<file path="src/rtl/mips_bus_arbiter_if.sv">
// One mips_cpu_bus link: a master drives the request, a slave returns the handshake.
interface mips_bus_arbiter_if;
    localparam int unsigned AW = 32;
    localparam int unsigned DW = 32;
    localparam int unsigned BW = 4;

    logic [AW-1:0] address;
    logic          read;
    logic          write;
    logic [DW-1:0] writedata;
    logic [BW-1:0] byteenable;
    logic          waitrequest;
    logic [DW-1:0] readdata;

    modport master (
        output address, read, write, writedata, byteenable,
        input  waitrequest, readdata
    );

    modport slave (
        input  address, read, write, writedata, byteenable,
        output waitrequest, readdata
    );
endinterface

</file>
<file path="src/rtl/mips_bus_arbiter.sv">
// Two-master, one-slave round-robin arbiter with a per-transaction stall watchdog.
module mips_bus_arbiter #(
    parameter int unsigned TIMEOUT_CYCLES = 64,
    parameter logic [31:0] ABORT_READDATA = 32'hDEAD_BEEF
) (
    input  logic                clk,
    input  logic                reset,
    mips_bus_arbiter_if.slave   m0,
    mips_bus_arbiter_if.slave   m1,
    mips_bus_arbiter_if.master  s,
    output logic [1:0]          grant,
    output logic                timeout_error,
    input  logic                error_clear
);
    localparam int unsigned CNT_W = $clog2(TIMEOUT_CYCLES + 1);
    localparam int unsigned AW    = 32;
    localparam int unsigned BW    = 4;

    typedef enum logic [1:0] {
        IDLE  = 2'd0,
        BUSY0 = 2'd1,
        BUSY1 = 2'd2
    } state_e;

    state_e           state_q, state_d;
    logic             last_q, last_d;       // master served last: 0 = m0, 1 = m1
    logic [CNT_W-1:0] wd_cnt_q, wd_cnt_d;
    logic             err_q, err_d;

    logic             req0, req1, busy, own1, abort, done;
    logic [AW-1:0]    sel_address, sel_writedata;
    logic [BW-1:0]    sel_byteenable;
    logic             sel_read, sel_write;

    assign req0  = m0.read | m0.write;
    assign req1  = m1.read | m1.write;
    assign busy  = (state_q != IDLE);
    assign own1  = (state_q == BUSY1);
    // Stalled for the full budget and still stalling: give up on this transaction.
    assign abort = busy & s.waitrequest & (wd_cnt_q == CNT_W'(TIMEOUT_CYCLES));
    assign done  = busy & (~s.waitrequest | abort);

    // In IDLE the mux rests on m0; the slave strobes are gated off anyway.
    assign sel_address    = own1 ? m1.address    : m0.address;
    assign sel_writedata  = own1 ? m1.writedata  : m0.writedata;
    assign sel_byteenable = own1 ? m1.byteenable : m0.byteenable;
    assign sel_read       = own1 ? m1.read       : m0.read;
    assign sel_write      = own1 ? m1.write      : m0.write;

    // State, fairness pointer, watchdog and sticky error registers.
    always_ff @(posedge clk or posedge reset) begin
        if (reset) begin
            state_q  <= IDLE;
            last_q   <= 1'b1;
            wd_cnt_q <= '0;
            err_q    <= 1'b0;
        end else begin
            state_q  <= state_d;
            last_q   <= last_d;
            wd_cnt_q <= wd_cnt_d;
            err_q    <= err_d;
        end
    end

    // Arbitration, handover and watchdog next-state.
    always_comb begin
        state_d  = state_q;
        last_d   = last_q;
        wd_cnt_d = wd_cnt_q;
        err_d    = err_q;
        case (state_q)
            IDLE: begin
                wd_cnt_d = '0;
                if (req0 && req1) begin
                    state_d = last_q ? BUSY0 : BUSY1;
                end else if (req0) begin
                    state_d = BUSY0;
                end else if (req1) begin
                    state_d = BUSY1;
                end
            end
            BUSY0: begin
                if (done) begin
                    last_d   = 1'b0;
                    wd_cnt_d = '0;
                    state_d  = req1 ? BUSY1 : IDLE;
                end else if (s.waitrequest) begin
                    wd_cnt_d = wd_cnt_q + CNT_W'(1);
                end
            end
            BUSY1: begin
                if (done) begin
                    last_d   = 1'b1;
                    wd_cnt_d = '0;
                    state_d  = req0 ? BUSY0 : IDLE;
                end else if (s.waitrequest) begin
                    wd_cnt_d = wd_cnt_q + CNT_W'(1);
                end
            end
            default: begin
                state_d  = IDLE;
                wd_cnt_d = '0;
            end
        endcase
        if (error_clear) begin
            err_d = 1'b0;
        end else if (abort) begin
            err_d = 1'b1;
        end
    end

    // Slave forwarding and master handshake returns.
    always_comb begin
        s.address      = sel_address;
        s.writedata    = sel_writedata;
        s.byteenable   = sel_byteenable;
        s.write        = busy & sel_write & ~abort;
        s.read         = busy & sel_read & ~sel_write & ~abort;
        m0.waitrequest = 1'b1;
        m1.waitrequest = 1'b1;
        m0.readdata    = s.readdata;
        m1.readdata    = s.readdata;
        if (done) begin
            if (own1) begin
                m1.waitrequest = 1'b0;
                m1.readdata    = abort ? ABORT_READDATA : s.readdata;
            end else begin
                m0.waitrequest = 1'b0;
                m0.readdata    = abort ? ABORT_READDATA : s.readdata;
            end
        end
        grant         = {own1, (state_q == BUSY0)};
        timeout_error = err_q;
    end
endmodule

</file>
<file path="src/flat_wrapper.sv">
// flat-port wrapper written by rule: the top's interface ports become plain ports
module mips_bus_arbiter_flat 
#(
    parameter int unsigned TIMEOUT_CYCLES = 64,
    parameter logic [31:0] ABORT_READDATA = 32'hDEAD_BEEF
)
  (clk, reset, grant, timeout_error, error_clear, m0_address, m0_read, m0_write, m0_writedata, m0_byteenable, m0_waitrequest, m0_readdata, m1_address, m1_read, m1_write, m1_writedata, m1_byteenable, m1_waitrequest, m1_readdata, s_address, s_read, s_write, s_writedata, s_byteenable, s_waitrequest, s_readdata);
  mips_bus_arbiter_if m0_i ();
  mips_bus_arbiter_if m1_i ();
  mips_bus_arbiter_if s_i ();
  input  logic clk;
  input  logic reset;
  output logic [1:0] grant;
  output logic timeout_error;
  input  logic error_clear;
  input wire logic [$bits(m0_i.address)-1:0] m0_address;
  input wire logic [$bits(m0_i.read)-1:0] m0_read;
  input wire logic [$bits(m0_i.write)-1:0] m0_write;
  input wire logic [$bits(m0_i.writedata)-1:0] m0_writedata;
  input wire logic [$bits(m0_i.byteenable)-1:0] m0_byteenable;
  output wire logic [$bits(m0_i.waitrequest)-1:0] m0_waitrequest;
  output wire logic [$bits(m0_i.readdata)-1:0] m0_readdata;
  input wire logic [$bits(m1_i.address)-1:0] m1_address;
  input wire logic [$bits(m1_i.read)-1:0] m1_read;
  input wire logic [$bits(m1_i.write)-1:0] m1_write;
  input wire logic [$bits(m1_i.writedata)-1:0] m1_writedata;
  input wire logic [$bits(m1_i.byteenable)-1:0] m1_byteenable;
  output wire logic [$bits(m1_i.waitrequest)-1:0] m1_waitrequest;
  output wire logic [$bits(m1_i.readdata)-1:0] m1_readdata;
  output wire logic [$bits(s_i.address)-1:0] s_address;
  output wire logic [$bits(s_i.read)-1:0] s_read;
  output wire logic [$bits(s_i.write)-1:0] s_write;
  output wire logic [$bits(s_i.writedata)-1:0] s_writedata;
  output wire logic [$bits(s_i.byteenable)-1:0] s_byteenable;
  input wire logic [$bits(s_i.waitrequest)-1:0] s_waitrequest;
  input wire logic [$bits(s_i.readdata)-1:0] s_readdata;
  assign m0_i.address = m0_address;
  assign m0_i.read = m0_read;
  assign m0_i.write = m0_write;
  assign m0_i.writedata = m0_writedata;
  assign m0_i.byteenable = m0_byteenable;
  assign m0_waitrequest = m0_i.waitrequest;
  assign m0_readdata = m0_i.readdata;
  assign m1_i.address = m1_address;
  assign m1_i.read = m1_read;
  assign m1_i.write = m1_write;
  assign m1_i.writedata = m1_writedata;
  assign m1_i.byteenable = m1_byteenable;
  assign m1_waitrequest = m1_i.waitrequest;
  assign m1_readdata = m1_i.readdata;
  assign s_address = s_i.address;
  assign s_read = s_i.read;
  assign s_write = s_i.write;
  assign s_writedata = s_i.writedata;
  assign s_byteenable = s_i.byteenable;
  assign s_i.waitrequest = s_waitrequest;
  assign s_i.readdata = s_readdata;
  mips_bus_arbiter #(.TIMEOUT_CYCLES(TIMEOUT_CYCLES), .ABORT_READDATA(ABORT_READDATA)) u_core (.clk(clk), .reset(reset), .m0(m0_i), .m1(m1_i), .s(s_i), .grant(grant), .timeout_error(timeout_error), .error_clear(error_clear));
endmodule
</file>
<file path="config.mk">
export PLATFORM = sky130hd
export DESIGN_NAME = mips_bus_arbiter_flat
export DESIGN_NICKNAME = d
export VERILOG_FILES = /design/src/rtl/mips_bus_arbiter_if.sv /design/src/rtl/mips_bus_arbiter.sv /design/src/flat_wrapper.sv
export SDC_FILE = /design/constraint.sdc
export NUM_CORES = 1
export LEC_CHECK = 0
export ABC_AREA = 1
export CORE_AREA = 2 2 124 126
export CTS_BUF_LIST = sky130_fd_sc_hd__clkbuf_8 sky130_fd_sc_hd__clkbuf_16
export CTS_CLUSTER_DIAMETER = 150
export DETAILED_ROUTE_END_ITERATION = 6
export DIE_AREA = 0 0 126 128
export GPL_TIMING_DRIVEN = 0
export PLACE_DENSITY = 0.66
export SETUP_SLACK_MARGIN = 0.15
export SYNTH_ARGS = -nofsm -noshare
export SYNTH_HDL_FRONTEND = slang
export SYNTH_SLANG_ARGS = --single-unit
</file>
<file path="constraint.sdc">
create_clock -name clk -period 2.1 [get_ports clk]
set_input_delay 0.315 -clock clk [delete_from_list [all_inputs] [get_ports clk]]
set_output_delay 0.315 -clock clk [all_outputs]
set_load 0.02 [all_outputs]
</file>
==> flow_summary.toml <==
[outcome]
status = "completed"

[yosys]
synth_area_per_cell_um2 = 5.14
ys_top_cells_by_area = "nand2_1, dfrtp_1, inv_1"
synth.most_common_cell = "nand2_1"
syn_nets = 619
synth_cells = 437
synth_area_um2 = 2240
ys_seq_elements = 11
synth-seq-area-share_pct = 12.3
yosysTopAreaCell = "nand2_1"
ys_async_sr_fraction_pct = 100
synth_top_area_share_pct = 38.1
ys_warn_count = 0
yosysUniqueCellTypes = 29
synth_edf_count = 0
yosys-top-cells-count = "nand2_1, inv_1, o21ai_0"
ys.flop_type = "dfrtp_1"

[floorplan]
die_h_um = 128
ioPinCount = 315
rows = 45
initial_core_util_pct = 15.1
coreArea_um2 = 14900
die_w_um = 126
die-area_um2 = 16100

[sta]
maxSlewHeadroom_pct = 70.8
timing.fmax_mhz = 482
period_needed_ps = 2070
timing.final.crit_share_pct = 98.7
worstMarginPinSlew_ps = 438
slew_viol_final = 0
finalSetupViolCount = 0
rsz0062_at_grt = "yes"
hold_violations = 0
whs_ps = 389
skew_ps = 4.00

[worst_setup_path]
critical_path.top_delay_family = "buffers and inverters"
slowest_stage = "dfrtp_1"
startpoint_type = "register"
worstPathArrival_ps = 1760
cp-end-kind = "output port"
cp_data_required_time_ps = 1780
crit_chain = "inv_2, ha_1, nand2_2, nor2_4, nand2_4, buf_8, clkbuf_16, o21ai_2, buf_6"
crit_buf_inv = 4
cp_max_fo = 7
slowest_delay_ps = 410
crit_type = "reg2out"

[route]
detail_route.wl_per_cell_um = 15.9
vias_per_cell = 4.06
drtPass1Iterations = 4
drc = 0
drt_iter0_drc = 133
routed-via-count = 3946
routed_wl_um = 15400
ant_nets = 0

[grt]
grt_pass1_vias = 3631
grt_max_degree = 12
grt-ovfl-total = 0
track_usage_pct = 16.9
antenna_found_initial = 0
grt_pass1_wl_um = 21400

[cells_and_area]
syn_to_final_growth_pct = 193
finalCoreUtilization_pct = 44.3
antenna_cells = 0
stdcell_count = 972
nets = 967
drive_above_1_share_pct = 36.9
nFillCells = 1508

[clocking]
clock_tree.buffer_depth = 2
htree_levels = 1
insertion_delay_ps = 240
cts_root_buf = "clkbuf_16"
tritoncts = "yes"
cts.clk_slew.worst_paths_ps = 40
cts.sinks = 11
cts_buffers = 3

[power]
p_int_mw = 2.76
pwr-share-seq_pct = 5.2
netSwitchingFraction_pct = 52.5
p_per_area_nw_per_um2 = 884
ir_worst_vdd_mv = 0.480
p_leak_nw = 3.27
switching_power_mw = 3.06
pwr-share-clk_pct = 5.8
comb_power_share_pct = 89.0

[job]
maxCapViolCount = 0

[place]
finalWeightedCongestion = 0.839
port_buffers = 314
dp_cells = 939
dpl.hpwl_um = 11800

[min_path]
hold_path_class = "in2async"
[worst reg2reg max path, cell delays in order (launching register included)]
cell and delay [ps]:
dfrtp_1 410, inv_2 70, ha_1 160, nand2_2 70, nor2_4 130, nand2_4 90, buf_4 150, nand2_4 60
nand2_4 60, buf_4 150, nand2_2 70, nand2_1 70, nand2_1 60, nand2_1 40
[per-stage QoR]
stage | setup slack (ps) | total power [mW] | area, um2 | setup TNS, ps
finish | 27.0 | 5.82 | 6580 | 0
floorplan | 113 | 2.57 | 2240 | 0
global route | -51.7 | 6.23 | 6580 | -913
detailed placement | -806 | 4.71 | 5620 | -75860
global placement | -773 | 4.70 | 5620 | -73060
CTS | 33.6 | 5.40 | 6070 | 0
[power groups by stage]
stage / combinational (mW) / clock, mW / sequential [mW]
floorplan: 2.27 / 0 / 0.299
global placement: 4.39 / 0 / 0.310
detailed placement: 4.40 / 0 / 0.312
CTS: 4.76 / 0.344 / 0.302
global route: 5.57 / 0.358 / 0.305
finish: 5.18 / 0.340 / 0.300
[final cells by class]
type,count,area [um2],area share [%]
repair buffers,342,3380,51.3
plain buffers,29,410,6.23
multi-input cells,344,1970,30.0
flip-flops and latches,11,277,4.20
clock buffers,3,75.1,1.14
inverters,53,214,3.25
clock inverters,1,3.75,0.0570
repair inverters,1,16.3,0.247
well taps,188,235,3.57
[placed cells by master (no fill, tap or decap), drive strengths merged, types with 2 or more instances in the layout]
master         count
nand2            234
buf              183
clkdlybuf4s50    175
inv               54
o21ai             54
a21oi             19
clkbuf            13
nor2              12
dfrtp             10
nand3              7
nor3               6
ha                 6
xor2               2
dlymetal6s2s       2
[routing by layer]
layer  global-route usage, %  wire length (um)
met5                       0                 0
met4                    1.75                27
met3                    4.05              1040
met2                    29.3              7740
met1                    22.0              6610
[final timing paths]
check                      slack (ps)  cells past startpoint            endpoint               start
max                                30                      9      m1_readdata[6]  u_core.wd_cnt_q[0]
min                               390                      2  u_core.wd_cnt_q[0]               reset
max reg2reg                       420                     13   u_core.state_q[0]  u_core.wd_cnt_q[0]
min reg2reg                       480                      2       u_core.last_q       u_core.last_q
max in group asynchronous        1380                      2       u_core.last_q               reset
min in group clk                  480                      2       u_core.last_q       u_core.last_q
[sequential cells by signal, summed over array words and instances (netlist names)]
signal / flops
u_core.last_q: 1
u_core.timeout_error: 1
u_core.state_q: 2
u_core.wd_cnt_q: 7
[timing repair]
action                                  CTS  global route
gates cloned                              6             3
pin swaps                                 9             4
endpoints found under the setup margin  137           137
buffers inserted                         17             3
resized for setup                       850           124
hold buffers                              0             0
[cells by family after synthesis]
family,share of synthesized area (%)
fa+ha+maj,3.34
flops,12.3
buf+inv,16.2
xor+xnor,0.781
simple gates,47.0
compound gates,19.9
mux,0.446
No activity file was read; power rests on OpenSTA's default activity.
